<file path="src/rtl/bits_test_pkg.sv">
// Shared definitions for the bits_test generator / bits_check checker pair:
// pattern select codes, checker FSM states and the default pattern bytes.
package bits_test_pkg;

  typedef enum logic [1:0] {
    PAT_CONST = 2'b00,
    PAT_CNT   = 2'b01,
    PAT_HOT   = 2'b10,
    PAT_FF    = 2'b11
  } pat_e;

  typedef enum logic [1:0] {
    HUNT    = 2'd0,
    CONFIRM = 2'd1,
    LOCK    = 2'd2
  } state_e;

  localparam logic [7:0] CONSTANT_DEF = 8'hbc;  // K28.5
  localparam logic [7:0] HOT_CODE_DEF = 8'haa;

endpackage

</file>
<file path="src/rtl/bits_popcount.sv">
// Combinational population count: per-byte counts feeding a balanced adder tree.
module bits_popcount #(
  parameter int W = 48
) (
  input  logic [W-1:0]             i_data,
  output logic [$clog2(W+1)-1:0]   o_count
);
  localparam int CW = $clog2(W+1);
  localparam int NB = (W + 7) / 8;
  localparam int NP = 1 << $clog2(NB);

  logic [NB*8-1:0]       pad;
  logic [NP-1:0][3:0]    byte_cnt;
  logic [CW-1:0]         acc [NP];

  assign pad = (NB*8)'(i_data);

  for (genvar b = 0; b < NP; b++) begin : g_byte
    if (b < NB) begin : g_cnt
      logic [3:0] c;
      always_comb begin
        c = '0;
        for (int i = 0; i < 8; i++) c = c + 4'(pad[b*8+i]);
      end
      assign byte_cnt[b] = c;
    end else begin : g_pad
      assign byte_cnt[b] = '0;
    end
  end

  // Leaves padded to a power of two so every level halves cleanly.
  always_comb begin
    for (int i = 0; i < NP; i++) acc[i] = CW'(byte_cnt[i]);
    for (int s = NP / 2; s > 0; s = s >> 1) begin
      for (int i = 0; i < s; i++) acc[i] = acc[2*i] + acc[2*i+1];
    end
    o_count = acc[0];
  end

endmodule

</file>
<file path="src/rtl/bits_check.sv">
// Receive-side pattern checker: locks onto the bits_test pattern, then flags
// mismatched words and keeps saturating word / bit error counts.
module bits_check
  import bits_test_pkg::*;
#(
  parameter int         DW         = 6,
  parameter logic [7:0] CONSTANT   = CONSTANT_DEF,
  parameter logic [7:0] HOT_CODE   = HOT_CODE_DEF,
  parameter int         LOCK_CNT   = 8,
  parameter int         UNLOCK_ERR = 4,
  parameter int         CNT_W      = 16
) (
  input  logic              clk,
  input  logic              rst_n,
  input  logic [1:0]        i_test_patten,
  input  logic              i_data_vld,
  input  logic [DW*8-1:0]   i_test_data,
  input  logic              i_clr_cnt,
  output logic              o_locked,
  output logic              o_word_err,
  output logic [CNT_W-1:0]  o_word_err_cnt,
  output logic [CNT_W-1:0]  o_bit_err_cnt
);
  localparam int BW = DW * 8;
  localparam int PW = $clog2(BW + 1);
  localparam int GW = $clog2(LOCK_CNT + 1);
  localparam int UW = $clog2(UNLOCK_ERR + 1);
  localparam int SW = CNT_W + PW;

  localparam logic [BW-1:0]    W_CONST = {DW{CONSTANT}};
  localparam logic [BW-1:0]    W_HOT   = {DW{HOT_CODE}};
  localparam logic [BW-1:0]    W_HOTN  = {DW{~HOT_CODE}};
  localparam logic [CNT_W-1:0] CNT_MAX = {CNT_W{1'b1}};

  state_e            state_q, state_d;
  logic [BW-1:0]     exp_q, exp_d;
  logic [GW-1:0]     good_q, good_d;
  logic [UW-1:0]     bad_q, bad_d;
  logic [1:0]        pat_q, pat_d;
  logic              word_err_q, word_err_d;
  logic [CNT_W-1:0]  word_cnt_q, word_cnt_d;
  logic [CNT_W-1:0]  bit_cnt_q, bit_cnt_d;

  logic [BW-1:0]     exp_cmp, exp_adv, seed_adv;
  logic [PW-1:0]     pop;
  logic [SW-1:0]     bit_sum;
  logic [GW-1:0]     good_inc;
  logic [UW-1:0]     bad_inc;
  logic              is_run, hot_legal, match, pat_chg, err_hit;

  // Fixed modes compare against a constant; running modes use the tracked word.
  always_comb begin
    unique case (i_test_patten)
      PAT_CONST: exp_cmp = W_CONST;
      PAT_FF:    exp_cmp = '1;
      default:   exp_cmp = exp_q;
    endcase
  end

  assign is_run    = (i_test_patten == PAT_CNT) || (i_test_patten == PAT_HOT);
  assign exp_adv   = (i_test_patten == PAT_CNT) ? exp_cmp + BW'(1) : ~exp_cmp;
  assign seed_adv  = (i_test_patten == PAT_CNT) ? i_test_data + BW'(1) : ~i_test_data;
  assign hot_legal = (i_test_data == W_HOT) || (i_test_data == W_HOTN);
  assign match     = (i_test_data == exp_cmp);
  assign pat_chg   = (i_test_patten != pat_q) && (state_q != HUNT);
  assign good_inc  = good_q + GW'(1);
  assign bad_inc   = bad_q + UW'(1);

  bits_popcount #(.W(BW)) u_pop (
    .i_data  (i_test_data ^ exp_cmp),
    .o_count (pop)
  );

  always_comb begin
    state_d = state_q;
    exp_d   = exp_q;
    good_d  = good_q;
    bad_d   = bad_q;
    err_hit = 1'b0;
    if (pat_chg) begin
      state_d = HUNT;
      good_d  = '0;
      bad_d   = '0;
    end else if (i_data_vld) begin
      unique case (state_q)
        HUNT: begin
          if (is_run) begin
            // Counter mode seeds from anything; hot mode only from a legal word.
            if ((i_test_patten == PAT_CNT) || hot_legal) begin
              exp_d   = seed_adv;
              good_d  = GW'(1);
              bad_d   = '0;
              state_d = (LOCK_CNT == 1) ? LOCK : CONFIRM;
            end
          end else if (match) begin
            good_d  = GW'(1);
            bad_d   = '0;
            state_d = (LOCK_CNT == 1) ? LOCK : CONFIRM;
          end
        end
        CONFIRM: begin
          if (is_run) exp_d = exp_adv;
          if (match) begin
            good_d = good_inc;
            if (good_inc >= GW'(LOCK_CNT)) begin
              state_d = LOCK;
              bad_d   = '0;
            end
          end else begin
            state_d = HUNT;
            good_d  = '0;
          end
        end
        LOCK: begin
          // Free-running exp: one corrupted word costs exactly one error.
          if (is_run) exp_d = exp_adv;
          if (match) begin
            bad_d = '0;
          end else begin
            err_hit = 1'b1;
            bad_d   = bad_inc;
            if (bad_inc >= UW'(UNLOCK_ERR)) begin
              state_d = HUNT;
              good_d  = '0;
              bad_d   = '0;
            end
          end
        end
        default: begin
          state_d = HUNT;
          good_d  = '0;
          bad_d   = '0;
        end
      endcase
    end
  end

  always_comb begin
    pat_d      = i_test_patten;
    word_err_d = err_hit;
    word_cnt_d = word_cnt_q;
    bit_cnt_d  = bit_cnt_q;
    bit_sum    = SW'(bit_cnt_q) + SW'(pop);
    if (i_clr_cnt) begin
      word_cnt_d = '0;
      bit_cnt_d  = '0;
    end else if (err_hit) begin
      if (word_cnt_q != CNT_MAX) word_cnt_d = word_cnt_q + CNT_W'(1);
      bit_cnt_d = (bit_sum > SW'(CNT_MAX)) ? CNT_MAX : bit_sum[CNT_W-1:0];
    end
  end

  always_ff @(posedge clk or negedge rst_n) begin
    if (!rst_n) begin
      state_q    <= HUNT;
      exp_q      <= '0;
      good_q     <= '0;
      bad_q      <= '0;
      pat_q      <= '0;
      word_err_q <= 1'b0;
      word_cnt_q <= '0;
      bit_cnt_q  <= '0;
    end else begin
      state_q    <= state_d;
      exp_q      <= exp_d;
      good_q     <= good_d;
      bad_q      <= bad_d;
      pat_q      <= pat_d;
      word_err_q <= word_err_d;
      word_cnt_q <= word_cnt_d;
      bit_cnt_q  <= bit_cnt_d;
    end
  end

  assign o_locked       = (state_q == LOCK);
  assign o_word_err     = word_err_q;
  assign o_word_err_cnt = word_cnt_q;
  assign o_bit_err_cnt  = bit_cnt_q;

endmodule

</file>
<file path="config.mk">
export PLATFORM = sky130hd
export DESIGN_NAME = bits_check
export DESIGN_NICKNAME = d
export VERILOG_FILES = /design/src/rtl/bits_test_pkg.sv /design/src/rtl/bits_popcount.sv /design/src/rtl/bits_check.sv
export SDC_FILE = /design/constraint.sdc
export NUM_CORES = 1
export LEC_CHECK = 0
export CORE_ASPECT_RATIO = 0.6
export CORE_MARGIN = 2
export CORE_UTILIZATION = 45
export DETAILED_ROUTE_END_ITERATION = 12
export DONT_BUFFER_PORTS = 1
export GPL_TIMING_DRIVEN = 0
export PLACE_DENSITY = 0.61
export SETUP_SLACK_MARGIN = 0.3
export SLEW_MARGIN = 30
export SYNTH_ARGS = -nofsm -noshare
export SYNTH_HDL_FRONTEND = slang
export SYNTH_SLANG_ARGS = --single-unit
</file>
<file path="constraint.sdc">
create_clock -name clk -period 8.4 [get_ports clk]
set_input_delay 1.68 -clock clk [delete_from_list [all_inputs] [get_ports clk]]
set_output_delay 1.68 -clock clk [all_outputs]
set_load 0.1 [all_outputs]
</file>
==> summary.txt <==
Clocking
  – Clock sink total: 92
  – Worst-path clk slew: 0.07 ns
  – Total CTS buffers: 9
  – CTS tree: yes
  – Longest Clk Path Bufs: 2
  – H-tree depth: 3
  – Clk_lat worst skew: 0.38 ns
  – Root buffer cell: clkbuf_16

Die
  – Die W: 207 um
  – Core ar.: 24300 um2
  – Die Span Y: 126 um
  – DIE AREA: 26100 um2
  – Starting Density: 0.460
  – Rows: 44
  – IO Count: 88

Drt
  – WL/cell: 27.6 um
  – Residual DRC: 0
  – Via/cell ratio: 6.54
  – WL final: 50.5 mm
  – DRT iter0 DRCs: 1809
  – DR vias: 12.0k
  – TritonRoute pass-1 iters: 6
  – Antenna Nets Post-Route: 0

Status
  – Failing checks: setup timing
  – Status: finished, violations left

Placement
  – Placer Congestion: 1.04
  – Placement-stage cell area: 11800 um2
  – Port Buffer Count: 0
  – Final HPWL DP: 38.7 mm
  – Setup WS pre-CTS: -1.79 ns
  – Placed cells: 1778

Synthesis
  – Ys async rst share: 1.00
  – Post-synth EDFFs: 0
  – Post-synth top area cell: dfrtp_1
  – Post-synth top flop: dfrtp_1
  – Synthesized area: 11200 um2
  – Cell variety after synth: 81
  – Main area contributors after synthesis: dfrtp_1 (21%), ha_1 (6.8%), a21oi_1 (6.6%)
  – Syn avg cell area: 7.67 um2
  – Top-count cell post-synth: a21oi_1
  – Synthesis Warnings: 0
  – Syn Inst Count: 1456
  – Synthesized Nets: 1605
  – Yosys reg bits: 92
  – Yosys top cell area share: 0.206
  – Register area share after synthesis: 0.206
  – Top cells by instance count after synthesis: a21oi_1 (148), nand2_1 (124), nor2_1 (114)

Global route
  – Vias in the first global route: 11.1k
  – Total gr overflow: 0
  – First-pass GRT wire length: 74.1 mm
  – Gr usage total: 0.386
  – Largest net degree at the start of global routing: 93
  – Initial antenna violation count: 2

STA
  – Final Max Tran Viols: 0
  – Worst slew pin tran: 1.05 ns
  – Clock skew: 0.0165 ns
  – Final worst slack: -0.544 ns
  – Final hold viol count: 0
  – RSZ-0062 raised after global routing: true
  – Min cycle time layout: 8.94 ns
  – # setup viols final: 16
  – Final period utilization: 1.06
  – Relative slew slack: 0.302
  – F_max: 112 MHz

Final layout
  – Final nets: 1655
  – Share of layout cells above drive strength 1: 0.149
  – Area of the multi-input gates: 8480 um2
  – Finished layout cell area: 12900 um2
  – Fill count: 2377
  – Area Growth Syn to Fin: 15.1%
  – Fin cells: 1833
  – Antenna Cells: 0
  – Register area: 2310 um2

Critical path
  – Worst EP required: 8.71 ns
  – CP peak stage delay: 0.54 ns
  – Crit path kind: in -> reg
  – Arrival @ worst endpoint: 9.25 ns
  – Worst-path fanout max: 10
  – Startpoint Class: input pin
  – Type of destination of the critical path: flip-flop
  – CP max stage cell: fa_1
  – CP most frequent cell: fa_1

Hold path
  – HP Class: reg -> reg

Run
  – MaxCap Viol Count: 0
state kept, by name, indices dropped and copies added (netlist names):
name            flops
o_word_err_cnt     16
good_q              4
pat_q               2
o_word_err          1
bad_q               3
o_bit_err_cnt      16
exp_q              48
state_q             2
critical path: cells and delay by family:
family                   cells  cell delay (ns)
adder cells (fa/ha/maj)     10             3.81
AO/OA/AOI/OAI                6             0.92
AND/OR/NAND/NOR              4             0.53
buffers and inverters       14             1.96
XOR/XNOR                     2             0.31
stage by stage:
step	utilization	TNS, ns	hold slack, ns
floorplan	-	-3.84	0.463
global placement	0.485	-25.50	0.496
detailed placement	0.486	-25.81	0.504
CTS	0.518	-5.74	0.520
global route	0.530	-10.31	0.537
finish	0.530	-7.08	0.516
routing by layer:
layer / track usage / vias up / part of all wire / wire (um)
met5: 0.0254 / - / 0.0021 / 107
met2: 0.477 / 866 / 0.36 / 18000
met1: 0.579 / 5749 / 0.45 / 22500
met4: 0.0929 / 4 / 0.024 / 1210
li1: - / 5254 / - / -
met3: 0.187 / 107 / 0.17 / 8680
cells in the final DEF, fill, tap and decap left out, types with 22 or more instances in the layout:
cell type / n
a21oi_1: 134
nand2_1: 122
nor2_1: 110
o21ai_0: 98
dfrtp_1: 83
inv_1: 76
xnor2_1: 75
clkbuf_1: 64
xor2_1: 62
ha_1: 52
nand3_1: 44
buf_4: 43
nand4_1: 29
fa_1: 27
buf_2: 26
a21o_1: 22
repair_timing:
item | CTS | global route
hold buffers | 0 | 0
gates resized for setup | 52 | 36
cloned | 2 | 0
hold endpoints to repair | 0 | 0
buffers inserted | 29 | 8
pin swaps | 20 | 42
endpoints found under the setup margin | 16 | 16
cells by family after synthesis:
group	after synthesis	synth area share
simple gates	488	0.230
fa+ha+maj	95	0.129
mux	14	0.0140
compound gates	406	0.223
buf+inv	210	0.0789
flops	92	0.206
xor+xnor	151	0.118
final timing paths:
| check | start | endpoint | slack (ns) | cells after the start |
|---|---|---|---|---|
| min | bad_q[1] | bad_q[1] | 0.52 | 1 |
| min in group asynchronous | rst_n | exp_q[23] | 0.99 | 0 |
| max | i_test_patten[1] | o_bit_err_cnt[7] | -0.54 | 36 |
| min reg2reg | bad_q[1] | bad_q[1] | 0.52 | 1 |
| max reg2reg | exp_q[17] | o_bit_err_cnt[7] | 1.18 | 31 |
| max in group asynchronous | rst_n | o_bit_err_cnt[11] | 7.18 | 0 |
final cells by class:
type                       count  share of cell area
buffer                       118              0.0540
sequential                    92               0.180
inverter                      92              0.0278
clock inverter                 5             0.00272
clock buffer                  11              0.0189
multi-input combinational   1154               0.659
timing repair buffer          39              0.0259
tap                          322              0.0313
Power is not shown: default switching activity piles up to over one toggle a cycle in this logic, so the estimate is an artifact.
